===== config.mk =====
export PLATFORM = sky130hd
export DESIGN_NAME = display_arbiter_flat
export DESIGN_NICKNAME = d
export VERILOG_FILES = /design/src/rtl/display_arbiter_if.sv /design/src/rtl/display_arbiter.sv /design/src/flat_wrapper.sv
export SDC_FILE = /design/constraint.sdc
export NUM_CORES = 1
export LEC_CHECK = 0
export ABC_AREA = 1
export CAP_MARGIN = 20
export CORE_MARGIN = 2
export CORE_UTILIZATION = 56
export CTS_CLUSTER_DIAMETER = 50
export DETAILED_ROUTE_END_ITERATION = 10
export PLACE_DENSITY_LB_ADDON = 0.12
export SYNTH_ARGS = -nofsm -noshare
export SYNTH_HDL_FRONTEND = slang
export SYNTH_SLANG_ARGS = --single-unit

===== constraint.sdc =====
create_clock -name clk -period 2.84 [get_ports clk]
set_input_delay 0.426 -clock clk [delete_from_list [all_inputs] [get_ports clk]]
set_output_delay 0.426 -clock clk [all_outputs]
set_load 0.05 [all_outputs]

===== src/rtl/display_arbiter_if.sv =====
// rtl/display_arbiter_if.sv - request/display bus between requesters and the display arbiter
interface display_arbiter_if;
  logic [2:0]  req;
  logic [15:0] req_data0;
  logic [15:0] req_data1;
  logic [15:0] req_data2;
  logic        freeze;
  logic [2:0]  grant;
  logic [2:0]  ack;
  logic [15:0] disp_data;
  logic        disp_en;
  logic        busy;

  modport master (
    output req, req_data0, req_data1, req_data2, freeze,
    input  grant, ack, disp_data, disp_en, busy
  );

  modport slave (
    input  req, req_data0, req_data1, req_data2, freeze,
    output grant, ack, disp_data, disp_en, busy
  );
endinterface


===== src/rtl/display_arbiter.sv =====
// rtl/display_arbiter.sv - round-robin arbiter owning a hex display for a fixed dwell per slot
module display_arbiter #(
  parameter int unsigned DWELL = 1024
) (
  input  logic clk,
  input  logic reset,
  display_arbiter_if.slave bus
);
  typedef enum logic [1:0] {IDLE, SHOW, DONE} state_t;

  localparam logic [25:0] LAST = 26'(DWELL - 1);

  state_t      state;
  logic [1:0]  ptr;
  logic [1:0]  gidx;
  logic [25:0] cnt;
  logic [2:0]  grant_r;
  logic [2:0]  ack_r;
  logic [15:0] data_r;
  logic        en_r;
  logic        busy_r;

  logic [1:0]  sel;
  logic        sel_ok;
  logic [1:0]  cand;
  logic [15:0] sel_data;

  function automatic logic [1:0] inc3(input logic [1:0] i);
    return (i == 2'd2) ? 2'd0 : i + 2'd1;
  endfunction

  // Round-robin search: pointer first, then upward modulo 3
  always_comb begin
    sel    = ptr;
    sel_ok = 1'b0;
    cand   = ptr;
    for (int k = 0; k < 3; k++) begin
      if (!sel_ok && bus.req[cand]) begin
        sel    = cand;
        sel_ok = 1'b1;
      end
      cand = inc3(cand);
    end
  end

  // Data of the requester that would be granted this cycle
  always_comb begin
    sel_data = bus.req_data2;
    case (sel)
      2'd0:    sel_data = bus.req_data0;
      2'd1:    sel_data = bus.req_data1;
      default: sel_data = bus.req_data2;
    endcase
  end

  // Slot FSM; abort is checked before freeze and dwell completion
  always_ff @(posedge clk or negedge reset) begin
    if (!reset) begin
      state   <= IDLE;
      ptr     <= 2'd0;
      gidx    <= 2'd0;
      cnt     <= '0;
      grant_r <= 3'b000;
      ack_r   <= 3'b000;
      data_r  <= 16'h0000;
      en_r    <= 1'b0;
      busy_r  <= 1'b0;
    end else begin
      ack_r <= 3'b000;
      case (state)
        IDLE: begin
          if (sel_ok) begin
            state   <= SHOW;
            grant_r <= 3'b001 << sel;
            gidx    <= sel;
            data_r  <= sel_data;
            cnt     <= '0;
            en_r    <= 1'b1;
            busy_r  <= 1'b1;
          end
        end
        SHOW: begin
          if (!bus.req[gidx]) begin
            state   <= IDLE;
            grant_r <= 3'b000;
            en_r    <= 1'b0;
            busy_r  <= 1'b0;
            ptr     <= inc3(gidx);
          end else if (!bus.freeze) begin
            if (cnt == LAST) begin
              state   <= DONE;
              grant_r <= 3'b000;
              en_r    <= 1'b0;
              ack_r   <= 3'b001 << gidx;
              ptr     <= inc3(gidx);
            end else begin
              cnt <= cnt + 26'd1;
            end
          end
        end
        DONE: begin
          state  <= IDLE;
          busy_r <= 1'b0;
        end
        default: state <= IDLE;
      endcase
    end
  end

  assign bus.grant     = grant_r;
  assign bus.ack       = ack_r;
  assign bus.disp_data = data_r;
  assign bus.disp_en   = en_r;
  assign bus.busy      = busy_r;
endmodule

===== src/flat_wrapper.sv =====
// flat-port wrapper written by rule: the top's interface ports become plain ports
module display_arbiter_flat 
#(
  parameter int unsigned DWELL = 1024
)
  (clk, reset, bus_req, bus_req_data0, bus_req_data1, bus_req_data2, bus_freeze, bus_grant, bus_ack, bus_disp_data, bus_disp_en, bus_busy);
  display_arbiter_if bus_i ();
  input  logic clk;
  input  logic reset;
  input wire logic [$bits(bus_i.req)-1:0] bus_req;
  input wire logic [$bits(bus_i.req_data0)-1:0] bus_req_data0;
  input wire logic [$bits(bus_i.req_data1)-1:0] bus_req_data1;
  input wire logic [$bits(bus_i.req_data2)-1:0] bus_req_data2;
  input wire logic [$bits(bus_i.freeze)-1:0] bus_freeze;
  output wire logic [$bits(bus_i.grant)-1:0] bus_grant;
  output wire logic [$bits(bus_i.ack)-1:0] bus_ack;
  output wire logic [$bits(bus_i.disp_data)-1:0] bus_disp_data;
  output wire logic [$bits(bus_i.disp_en)-1:0] bus_disp_en;
  output wire logic [$bits(bus_i.busy)-1:0] bus_busy;
  assign bus_i.req = bus_req;
  assign bus_i.req_data0 = bus_req_data0;
  assign bus_i.req_data1 = bus_req_data1;
  assign bus_i.req_data2 = bus_req_data2;
  assign bus_i.freeze = bus_freeze;
  assign bus_grant = bus_i.grant;
  assign bus_ack = bus_i.ack;
  assign bus_disp_data = bus_i.disp_data;
  assign bus_disp_en = bus_i.disp_en;
  assign bus_busy = bus_i.busy;
  display_arbiter #(.DWELL(DWELL)) u_core (.clk(clk), .reset(reset), .bus(bus_i));
endmodule

==> results of run 1 <==
placed cells by master (no fill, tap or decap):
| cell | n |
|---|---|
| ha_1 | 4 |
| nand4_1 | 7 |
| nor3b_1 | 1 |
| nand2_4 | 2 |
| nor2_1 | 51 |
| or2_4 | 1 |
| inv_4 | 2 |
| nor2_2 | 3 |
| nand2_1 | 167 |
| o21ai_2 | 1 |
| nor2_4 | 4 |
| buf_4 | 7 |
| and2_1 | 2 |
| o221ai_1 | 1 |
| bufinv_16 | 2 |
| inv_1 | 62 |
| clkbuf_8 | 5 |
| nand2_2 | 1 |
| o21ai_1 | 9 |
| nand3_2 | 4 |
| clkdlybuf4s50_1 | 76 |
| dfrtp_1 | 56 |
| nand3_1 | 90 |
| nor2_8 | 1 |
| o21ai_0 | 10 |
| or2_2 | 7 |
| nor3_1 | 11 |
| or2_0 | 6 |
| buf_2 | 1 |
| or2_1 | 4 |
| a21oi_1 | 1 |
| xor2_1 | 19 |
| xnor2_1 | 5 |
| inv_2 | 4 |
worst max-delay path by stage:
stage	from	to	slack, ns
detailed placement	bus_req[2]	u_core.bus.disp_data[1]$_DFFE_PN0P_	0.29
global placement	bus_req[2]	u_core.bus.disp_data[10]$_DFFE_PN0P_	0.39
finish	bus_req[2]	u_core.bus.disp_data[1]$_DFFE_PN0P_	0.54
floorplan	u_core.cnt[0]$_DFFE_PN0P_	u_core.cnt[17]$_DFFE_PN0P_	1.0
global route	u_core.ptr[1]$_DFFE_PN0P_	u_core.bus.disp_data[9]$_DFFE_PN0P_	0.34
CTS	bus_req[2]	u_core.bus.disp_data[1]$_DFFE_PN0P_	0.56
cells in the mapped netlist (2+ instances only):
library cell	instances	area share (%)
buf_4	7	1.4
nand3_1	90	12
clkbuf_1	3	0.30
nor2_4	4	1.2
nand2_4	2	0.59
o21ai_0	10	1.3
o21ai_1	9	1.2
buf_2	7	0.92
or2_0	6	0.99
inv_1	62	6.1
nor3_1	11	1.4
nand3_2	4	1.1
xor2_1	19	4.4
or2_2	7	1.1
or2_1	4	0.66
dfrtp_1	56	37
ha_1	4	1.3
nand2_1	167	16
xnor2_1	5	1.1
inv_4	2	0.33
nor2_1	51	5.0
nor2_2	3	0.49
inv_2	4	0.39
nand4_1	7	1.1
and2_1	2	0.33
per-layer routing:
layer / track usage, % / routed length, µm
met1: 40.5 / 4700
met5: 0 / 0
met3: 4.29 / 587
met2: 41.1 / 4380
met4: 9.23 / 244
per-stage QoR:
step | util, % | hold slack [ns] | setup slack (ns)
global placement | 69.0 | 0.471 | 0.386
CTS | 71.0 | 0.207 | 0.557
finish | 71.0 | 0.170 | 0.538
detailed placement | 69.0 | 0.482 | 0.294
global route | 71.0 | 0.234 | 0.337
floorplan | - | 0.130 | 1.00
power by group through the flow:
| stage | clock network [µW] | registers, µW | logic (µW) |
|---|---|---|---|
| 2_1_floorplan | 0 | 1650 | 2100 |
| 3_3_place_gp | 0 | 1180 | 3280 |
| 3_5_place_dp | 0 | 1180 | 3360 |
| 4_1_cts | 611 | 1170 | 3380 |
| 5_1_grt | 641 | 1200 | 3750 |
| 6_report | 607 | 1170 | 3390 |
cells by family (layout without fill, tap and decap cells):
family,count (synthesis),count (layout),synth area share [%]
AND/OR/NAND/NOR,362,362,43.4
buffers and inverters,87,159,9.85
flip-flops,56,56,36.8
XOR/XNOR,24,24,5.52
AO/OA/AOI/OAI,22,22,3.09
adder cells (fa/ha/maj),4,4,1.31
critical path: cells and delay by family:
kind | cells | cell delay [ns]
AND/OR/NAND/NOR | 9 | 1.51
buffers and inverters | 2 | 0.63
final cells by class:
class	count	area, µm²	area share, %
inverter	68	260	5.49
timing repair buffer	84	818	17.3
tap	80	100	2.11
clock buffer	5	68.8	1.45
multi-input combinational	412	2030	42.9
sequential	56	1400	29.6
clock inverter	2	60.1	1.27
registers in the layout, indices dropped and copies added, names as in the netlist:
| register | count |
|---|---|
| u_core.bus.ack | 3 |
| u_core.bus.busy | 1 |
| u_core.bus.disp_data | 16 |
| u_core.bus.disp_en | 1 |
| u_core.bus.grant | 3 |
| u_core.cnt | 26 |
| u_core.gidx | 2 |
| u_core.ptr | 2 |
| u_core.state | 2 |
==> run summary, run 1 <==
status = completed
worst reg-to-reg path cell count = 10
Initial Util = 57.0%
RePlAce Congestion = 0.951
Seq/Total Area, Yosys = 36.8%
unrepaired setup endpoints after global routing = false
post-CTS sizing = 0
CTS Buffer Depth = 2
Yosys reg bits = 56
setup TNS = 0 ns
largest net degree at the start of global routing = 37
Post CTS Setup Buffer Count = 0
Hold Crit Class = in -> async
vias = 3807
CP Launch Type = input pin
fill count = 571
Post-synth EDFFs = 0
Top Ports = 78
FF-to-FF Start = u_core.ptr[1]$_DFFE_PN0P_
Overflow after GRT = 0
worst skew pair latency = 0.31 ns
highest-delay cell along the critical path = clkdlybuf4s50_1
Final period util = 81.1%
clock sinks = 56
layout cells sized above 1 = 7.18%
Synth Instances = 555
die area = 7480 µm²
Cell Area, Synth = 3810 µm²
first-pass GRT wire length = 16500 µm
Switch Pwr = 2750 µW
Die Wd = 86.5 µm
Worst Path Arrival = 2.56 ns
most used cell, CP = nand3_1
Placed Cells = 700
all-layer global routing usage = 27.4%
number of max-cap violations = 0
sw frac = 53.3%
Fmax = 434 MHz
Netlist cell types = 34
area grow syn2layout = 24.5%
Static Leak = 0.00230 µW
P_int = 2420 µW
Remaining DRCs = 0
Cell Count, Final, Fillers Out = 707
vias in the first global route = 3535
FF-to-FF End = u_core.bus.disp_data[1]$_DFFE_PN0P_
Crit Path Category = in -> reg
Gate power share = 65.5%
fin area = 4740 µm²
delay of the slowest cell on the worst path = 0.58 ns
Final nets = 685
VDD IR-drop max = 0.658 mV
CTS clk-pin slew, worst paths = 0.10 ns
Finish-stage setup viols = 0
post-DP HPWL = 7300 µm
Mapped Avg Cell Area = 6.86 µm²
shortest period the worst path allows = 2.30 ns
critical path peak fanout = 35
H-Tree Depth = 2
Flop pwr share = 22.7%
Crit path required time = 3.10 ns
# rows = 30
Num CTS Buffers = 5
I/O Buffers = 77
final setup skew = 0.00610 ns
Pwr Total = 5170 µW
first-pass iteration count of the detailed router = 5
Slew HR = 50.2%
Warnings, synthesis = 0
Slew Viols, Final = 0
Hold Violations, Final = 0
Slew @ Worst Pin = 0.747 ns
Synth Net Count = 613
reg2reg setup slack = 0.59 ns
asr flop ratio synth = 100%
core box area = 6680 µm²
initial antenna violation count = 0
most common flop cell mapped by yosys = dfrtp_1
crit path capture type = register
PD cells = 1090 nW/µm²
Avg Vias per Cell = 5.38
Placed Area = 4610 µm²
# diodes = 0
Routed wire per std cell = 14.0 µm
clock power share = 11.7%
# hold bufs at CTS = 0
DR iter-0 viols = 374
CTS tree = done
worst-path cell chain = clkdlybuf4s50_1, nand3_1, nand3_2, nand3_1, nand2_1, nand3_2, nand2_4, nand3_1, nand3_1, nand2_1, inv_1
Final ANT Viol Nets = 0
root buf cell = clkbuf_8
die span in y = 86.5 µm
wirelength, routed = 9920 µm
No activity file was read; power rests on OpenSTA's default activity.
==> inputs of run 2 (changes only) <==
--- a/config.mk
+++ b/config.mk
@@ -8,7 +8,7 @@
 export ABC_AREA = 1
 export CAP_MARGIN = 20
 export CORE_MARGIN = 2
-export CORE_UTILIZATION = 56
+export CORE_UTILIZATION = 52
 export CTS_CLUSTER_DIAMETER = 50
 export DETAILED_ROUTE_END_ITERATION = 10
 export PLACE_DENSITY_LB_ADDON = 0.12
==> constraint.sdc (replaced) <==
create_clock -name clk -period 2.35 [get_ports clk]
set_input_delay 0.3525 -clock clk [delete_from_list [all_inputs] [get_ports clk]]
set_output_delay 0.3525 -clock clk [all_outputs]
set_load 0.05 [all_outputs]
==> run 2 against run 1 <==
Clock skew increased by 0.0090 ns. Setup slack got worse by 0.39 ns. Cell count increased by 3.4%. Register-to-register slack got worse by 0.45 ns. Die area increased by 7.3%. First-iteration DRC count decreased by 39%.
==> run summary, run 2 (synthesized netlist as in run 1, its figures left out) <==
# diodes = 0 (unchanged)
Overflow after GRT = 0 (unchanged)
Num CTS Buffers = 5 (unchanged)
die area = 8030 µm² (+7.3%)
area of the multi-input gates = 2050 µm² (+0.80%)
CTS clk-pin slew, worst paths = 0.11 ns (about the same)
Top Ports = 78 (unchanged)
crit path capture type = register
FF-to-FF Start = u_core.cnt[1]$_DFFE_PN0P_
final setup skew = 0.0151 ns (+0.00904 ns)
most frequent cells in the layout = nand2_1, nand3_1, clkdlybuf4s50_1
Crit Path Category = reg -> reg
Die Wd = 89.6 µm (+3.6%)
pre-CTS setup slack = -0.0992 ns (-0.393 ns)
Largest register FFs = 26 (unchanged)
clock sinks = 56 (unchanged)
Final nets = 689 (+0.58%)
Worst Path Arrival = 2.40 ns (-0.16 ns)
PD cells = 1300 nW/µm² (+19%)
status = completed
Reg area = 1400 µm² (unchanged)
Hold Violations, Final = 0 (unchanged)
Routed wire per std cell = 13.3 µm (-5.0%)
Fmax = 453 MHz
Slew Viols, Final = 0 (unchanged)
delay of the slowest cell on the worst path = 0.42 ns (-0.16 ns)
post-route setup slack = 0.144 ns (-0.394 ns)
VDD IR-drop max = 0.780 mV (+19%)
number of max-cap violations = 0 (unchanged)
Initial Util = 53.1% (-3.9 points)
first-pass iteration count of the detailed router = 5 (unchanged)
Slew HR = 52.7% (+2.5 points)
root buf cell = clkbuf_8
die span in y = 89.6 µm (+3.6%)
Hold Crit Class = in -> async
Crit path required time = 2.54 ns (-0.56 ns)
CP Buf/Inv Count = 2 (unchanged)
highest-delay cell along the critical path = dfrtp_1
delay-heaviest family, CP = simple AND/OR/NAND/NOR gates
initial antenna violation count = 0 (unchanged)
first-pass GRT wire length = 15400 µm (-6.7%)
Avg Vias per Cell = 5.04 (-6.3%)
Final period util = 93.9%
worst-path cell chain = ha_2, inv_1, nor2_4, inv_2, nor2_4, nand4_1, o21ai_0, nand3_1, nand2_1, o21ai_0
largest net degree at the start of global routing = 57 (+54%)
post-DP HPWL = 7090 µm (-2.9%)
setup TNS = 0 ns (unchanged)
vias = 3687 (-3.2%)
Worst Setup SP = u_core.cnt[1]$_DFFE_PN0P_
final design utilization = 66.8% (-4.2 points)
wirelength, routed = 9750 µm (-1.7%)
fill count = 651 (+14%)
RePlAce Congestion = 0.925 (-2.7%)
H-Tree Depth = 2 (unchanged)
layout cells sized above 1 = 8.23% (+1.1 points)
all-layer global routing usage = 24.1% (-3.3 points)
CTS tree = done
unrepaired setup endpoints after global routing = false
area grow syn2layout = 25.8%
most common cell after layout, fill and taps aside = nand2_1
Pwr Total = 6210 µW (+20%)
# rows = 31 (+3.3%)
Finish-stage setup viols = 0 (unchanged)
I/O Buffers = 77 (unchanged)
Remaining DRCs = 0 (unchanged)
CTS Buffer Depth = 2 (unchanged)
Biggest register = u_core.cnt
critical path peak fanout = 5 (-86%)
CP Launch Type = register
DR iter-0 viols = 230 (-39%)
core box area = 7180 µm² (+7.4%)
shortest period the worst path allows = 2.21 ns
Static Leak = 0.00230 µW (+0.15%)
Slew @ Worst Pin = 0.709 ns (-0.0379 ns)
vias in the first global route = 3401 (-3.8%)
worst skew pair latency = 0.32 ns (about the same)
Final ANT Viol Nets = 0 (unchanged)
[run 2: cell type report]
type                       count  area share, %
inverter                      68           5.48
sequential                    56           29.2
timing repair buffer          87           18.1
clock buffer                   5           1.44
tap                           99           2.58
multi-input combinational    413           42.8
clock inverter                 3          0.444
[run 2: worst register-to-register path, stage by stage (launching register included)]
cell	delay (ns)
dfrtp_1	0.42
ha_2	0.24
inv_1	0.09
nor2_4	0.18
inv_2	0.07
nor2_4	0.13
nand4_1	0.22
o21ai_0	0.33
nand3_1	0.23
nand2_1	0.10
o21ai_0	0.08
[run 2: what timing repair did]
action / CTS / global route
setup buffers: 0 / 1
endpoints found under the setup margin: 0 / 19
gates resized for setup: 0 / 3
hold buffers: 0 / 0
[run 2: per-stage QoR]
stage / cell area [µm²] / hold WS (ns) / instances
CTS: 4770 / 0.185 / 729
global placement: 4680 / 0.469 / 721
detailed placement: 4680 / 0.491 / 721
global route: 4790 / 0.220 / 731
finish: 4790 / 0.146 / 731
floorplan: 3810 / 0.0569 / 555
[run 2: routing by layer]
| metal | track usage (%) | share of wire, % | up-vias |
|---|---|---|---|
| li1 | - | - | 1891 |
| met2 | 40.6 | 48 | 86 |
| met4 | 6.38 | 1.4 | 0 |
| met3 | 3.56 | 3.8 | 11 |
| met1 | 32.4 | 46 | 1699 |
| met5 | 0 | 0 | - |
[run 2: final timing paths]
check / endpoint / slack (ns) / cells past startpoint
setup / recovery: u_core.bus.grant[1]$_DFFE_PN0P_ / 0.14 / 10
hold / removal: u_core.bus.busy$_DFFE_PN0P_ / 0.15 / 2
setup reg to reg: u_core.bus.grant[1]$_DFFE_PN0P_ / 0.14 / 10
hold reg to reg: u_core.bus.grant[2]$_DFFE_PN0P_ / 0.50 / 2
max in group asynchronous: u_core.bus.disp_data[0]$_DFFE_PN0P_ / 1.72 / 2
min in group clk: u_core.bus.grant[2]$_DFFE_PN0P_ / 0.50 / 2
[run 2: power by group]
group          internal (µW)  switching, µW
Combinational           1390           2860
Sequential              1230            174
Clock                    213            343
==> inputs of run 3 (changes only) <==
--- a/config.mk
+++ b/config.mk
@@ -5,10 +5,10 @@
 export SDC_FILE = /design/constraint.sdc
 export NUM_CORES = 1
 export LEC_CHECK = 0
-export ABC_AREA = 1
+export ABC_AREA = 0
 export CAP_MARGIN = 20
 export CORE_MARGIN = 2
-export CORE_UTILIZATION = 52
+export CORE_UTILIZATION = 50
 export CTS_CLUSTER_DIAMETER = 50
 export DETAILED_ROUTE_END_ITERATION = 10
 export PLACE_DENSITY_LB_ADDON = 0.12
==> run 3 against run 2 <==
Worst hold slack worse by 0.13 ns. Largest power group unchanged. Combinational power is 42% lower. Final area shrank 9.6%. Critical endpoint is now u_core.bus.ack[1]$_DFF_PN0_. Synthesized cell count decreased by 37%. Routed wire length decreased by 21%.
==> run summary, run 3 <==
Yosys reg bits = 56 (unchanged)
Placed Cells = 510 (-29%)
Fmax = 459 MHz (+1.4%)
top post-synthesis cells by area = dfrtp_1, o31ai_1, nand2_1, a211oi_1, a21boi_0
Commonest cells post-synth = dfrtp_1, nand2_1, nor2_1, o31ai_1, a21oi_1
unrepaired setup endpoints after global routing = false
final design utilization = 68.7% (+1.9 points)
Final period util = 92.6% (-1.3 points)
status = completed
Largest register FFs = 26 (unchanged)
root buf cell = clkbuf_8
CP Launch Type = register
Avg Vias per Cell = 5.79 (+15%)
Remaining DRCs = 0 (unchanged)
Worst Setup SP = u_core.cnt[0]$_DFFE_PN0P_
critical path peak fanout = 6 (+1)
Initial Util = 51.2% (-1.9 points)
number of max-cap violations = 0 (unchanged)
Hold Crit Class = in -> async
Worst Path Arrival = 2.40 ns (about the same)
post-DP HPWL = 5680 µm (-20%)
first-pass GRT wire length = 12900 µm (-16%)
# rows = 29 (-6.5%)
crit path capture type = register
Netlist cell types = 53 (+56%)
first-pass iteration count of the detailed router = 4 (-1)
CTS tree = done
clock sinks = 56 (unchanged)
Cell Area, Synth = 3230 µm² (-15%)
Finish-stage setup viols = 0 (unchanged)
Crit path required time = 2.58 ns (+0.04 ns)
wirelength, routed = 7650 µm (-21%)
most common cell after layout, fill and taps aside = clkdlybuf4s50_1
vias in the first global route = 2898 (-15%)
Cell Count, Final, Fillers Out = 518 (-29%)
Mapped Avg Cell Area = 9.31 µm² (+36%)
area leader, netlist = dfrtp_1
Slew HR = 50.5% (-2.3 points)
Final nets = 498 (-28%)
Synth Instances = 347 (-37%)
layout cells sized above 1 = 12.2% (+4.0 points)
worst reg-to-reg path cell count = 6 (-4)
worst skew pair latency = 0.31 ns (about the same)
most frequent cell after synthesis = dfrtp_1
fill count = 505 (-22%)
most frequent cells in the layout = clkdlybuf4s50_1, dfrtp_1, nand2_1
core box area = 6310 µm² (-12%)
Warnings, synthesis = 0 (unchanged)
Overflow after GRT = 0 (unchanged)
Routed wire per std cell = 14.8 µm (+11%)
Synth Net Count = 405 (-34%)
Top Ports = 78 (unchanged)
DR iter-0 viols = 102 (-56%)
Die Wd = 84.4 µm (-5.8%)
Hold Violations, Final = 0 (unchanged)
all-layer global routing usage = 22.2% (-1.9 points)
initial antenna violation count = 0 (unchanged)
area grow syn2layout = 34.1%
vias = 3001 (-19%)
most common flop cell mapped by yosys = dfrtp_1
H-Tree Depth = 2 (unchanged)
Crit Path Category = reg -> reg
FF-to-FF Start = u_core.cnt[0]$_DFFE_PN0P_
asr flop ratio synth = 100% (unchanged)
Post-synth EDFFs = 0 (unchanged)
# diodes = 0 (unchanged)
Final ANT Viol Nets = 0 (unchanged)
CTS clk-pin slew, worst paths = 0.10 ns (about the same)
final setup skew = 0.00611 ns (-0.00903 ns)
Slew Viols, Final = 0 (unchanged)
RePlAce Congestion = 0.802 (-13%)
PD cells = 1030 nW/µm² (-21%)
die area = 7120 µm² (-11%)
Seq/Total Area, Yosys = 43.4% (+6.6 points)
VDD IR-drop max = 0.720 mV (-7.7%)
CTS Buffer Depth = 2 (unchanged)
shortest period the worst path allows = 2.18 ns (-0.0297 ns)
Slew @ Worst Pin = 0.743 ns (+0.0342 ns)
post-synth top area share = 43.4% (+6.6 points)
I/O Buffers = 77 (unchanged)
Static Leak = 0.00176 µW (-24%)
die span in y = 84.4 µm (-5.8%)
Biggest register = u_core.cnt
Num CTS Buffers = 5 (unchanged)
largest net degree at the start of global routing = 57 (unchanged)
-- run 3: power breakdown --
group	switching [µW]	leakage, µW	total (µW)	internal, µW
clock	325	0.0000516	567	242
sequential	196	0.000736	1400	1210
combinational	1520	0.000975	2480	967
-- run 3: timing repair --
item,CTS,global route
setup buffers,0,0
setup endpoints to repair,0,3
resized for setup,0,2
hold buffers,0,0
hold endpoints to repair,0,0
-- run 3: logic make-up (layout without fill, tap and decap cells) --
| kind of cell | after synthesis | in the layout | synth area share (%) |
|---|---|---|---|
| AND/OR/NAND/NOR | 141 | 141 | 24.3 |
| AO/OA/AOI/OAI | 108 | 108 | 24.0 |
| flip-flops | 56 | 56 | 43.4 |
| buffers and inverters | 28 | 122 | 3.72 |
| multiplexers | 8 | 8 | 2.59 |
| adder cells (fa/ha/maj) | 4 | 4 | 1.55 |
| XOR/XNOR | 2 | 2 | 0.542 |
-- run 3: metrics by stage --
stage / setup WS (ns) / TNS [ns] / instance area (µm²) / hold slack (ns) / power [µW]
detailed placement: -0.0899 / -1.14 / 4230 / 0.378 / 3930
floorplan: 0.290 / 0 / 3230 / 0.0569 / 3030
finish: 0.173 / 0 / 4340 / 0.0161 / 4450
global route: 0.0242 / 0 / 4340 / 0.0480 / 4750
global placement: -0.0252 / -0.194 / 4230 / 0.375 / 3870
CTS: 0.119 / 0 / 4330 / 0.0316 / 4500
-- run 3: critical path, stage by stage, from the launching register on --
cell and delay (ns):
dfrtp_1 0.43, ha_1 0.21, nand3_2 0.11, or2_1 0.29
or3_1 0.35, or4_1 0.46, nor3b_1 0.24
-- run 3: metal layers --
metal  global-route usage [%]  routed length, µm  vias up  share of wire, %
li1                         -                  -     1490                 -
met1                     25.7               3210     1423                42
met2                     39.7               3890       77                51
met3                     6.00                436       11               5.7
met4                     7.65                114        0               1.5
met5                        0                  0        -                 0
-- run 3: layout make-up --
class / count / area, µm² / area share (%)
clock buffer: 6 / 82.6 / 1.90
timing repair buffer: 105 / 988 / 22.8
clock inverter: 2 / 13.8 / 0.317
multi-input combinational: 263 / 1720 / 39.7
sequential: 56 / 1400 / 32.3
tap: 77 / 96.3 / 2.22
inverter: 9 / 33.8 / 0.779
-- run 3: path summary, 6_finish.rpt --
check                                                 endpoint  slack [ns]
min                                  u_core.cnt[4]$_DFFE_PN0P_        0.02
max reg2reg                        u_core.bus.ack[1]$_DFF_PN0_        0.17
max in group asynchronous           u_core.cnt[14]$_DFFE_PN0P_        2.09
max                                u_core.bus.ack[1]$_DFF_PN0_        0.17
min in group clk           u_core.bus.disp_data[1]$_DFFE_PN0P_        0.48
min reg2reg                u_core.bus.disp_data[1]$_DFFE_PN0P_        0.48
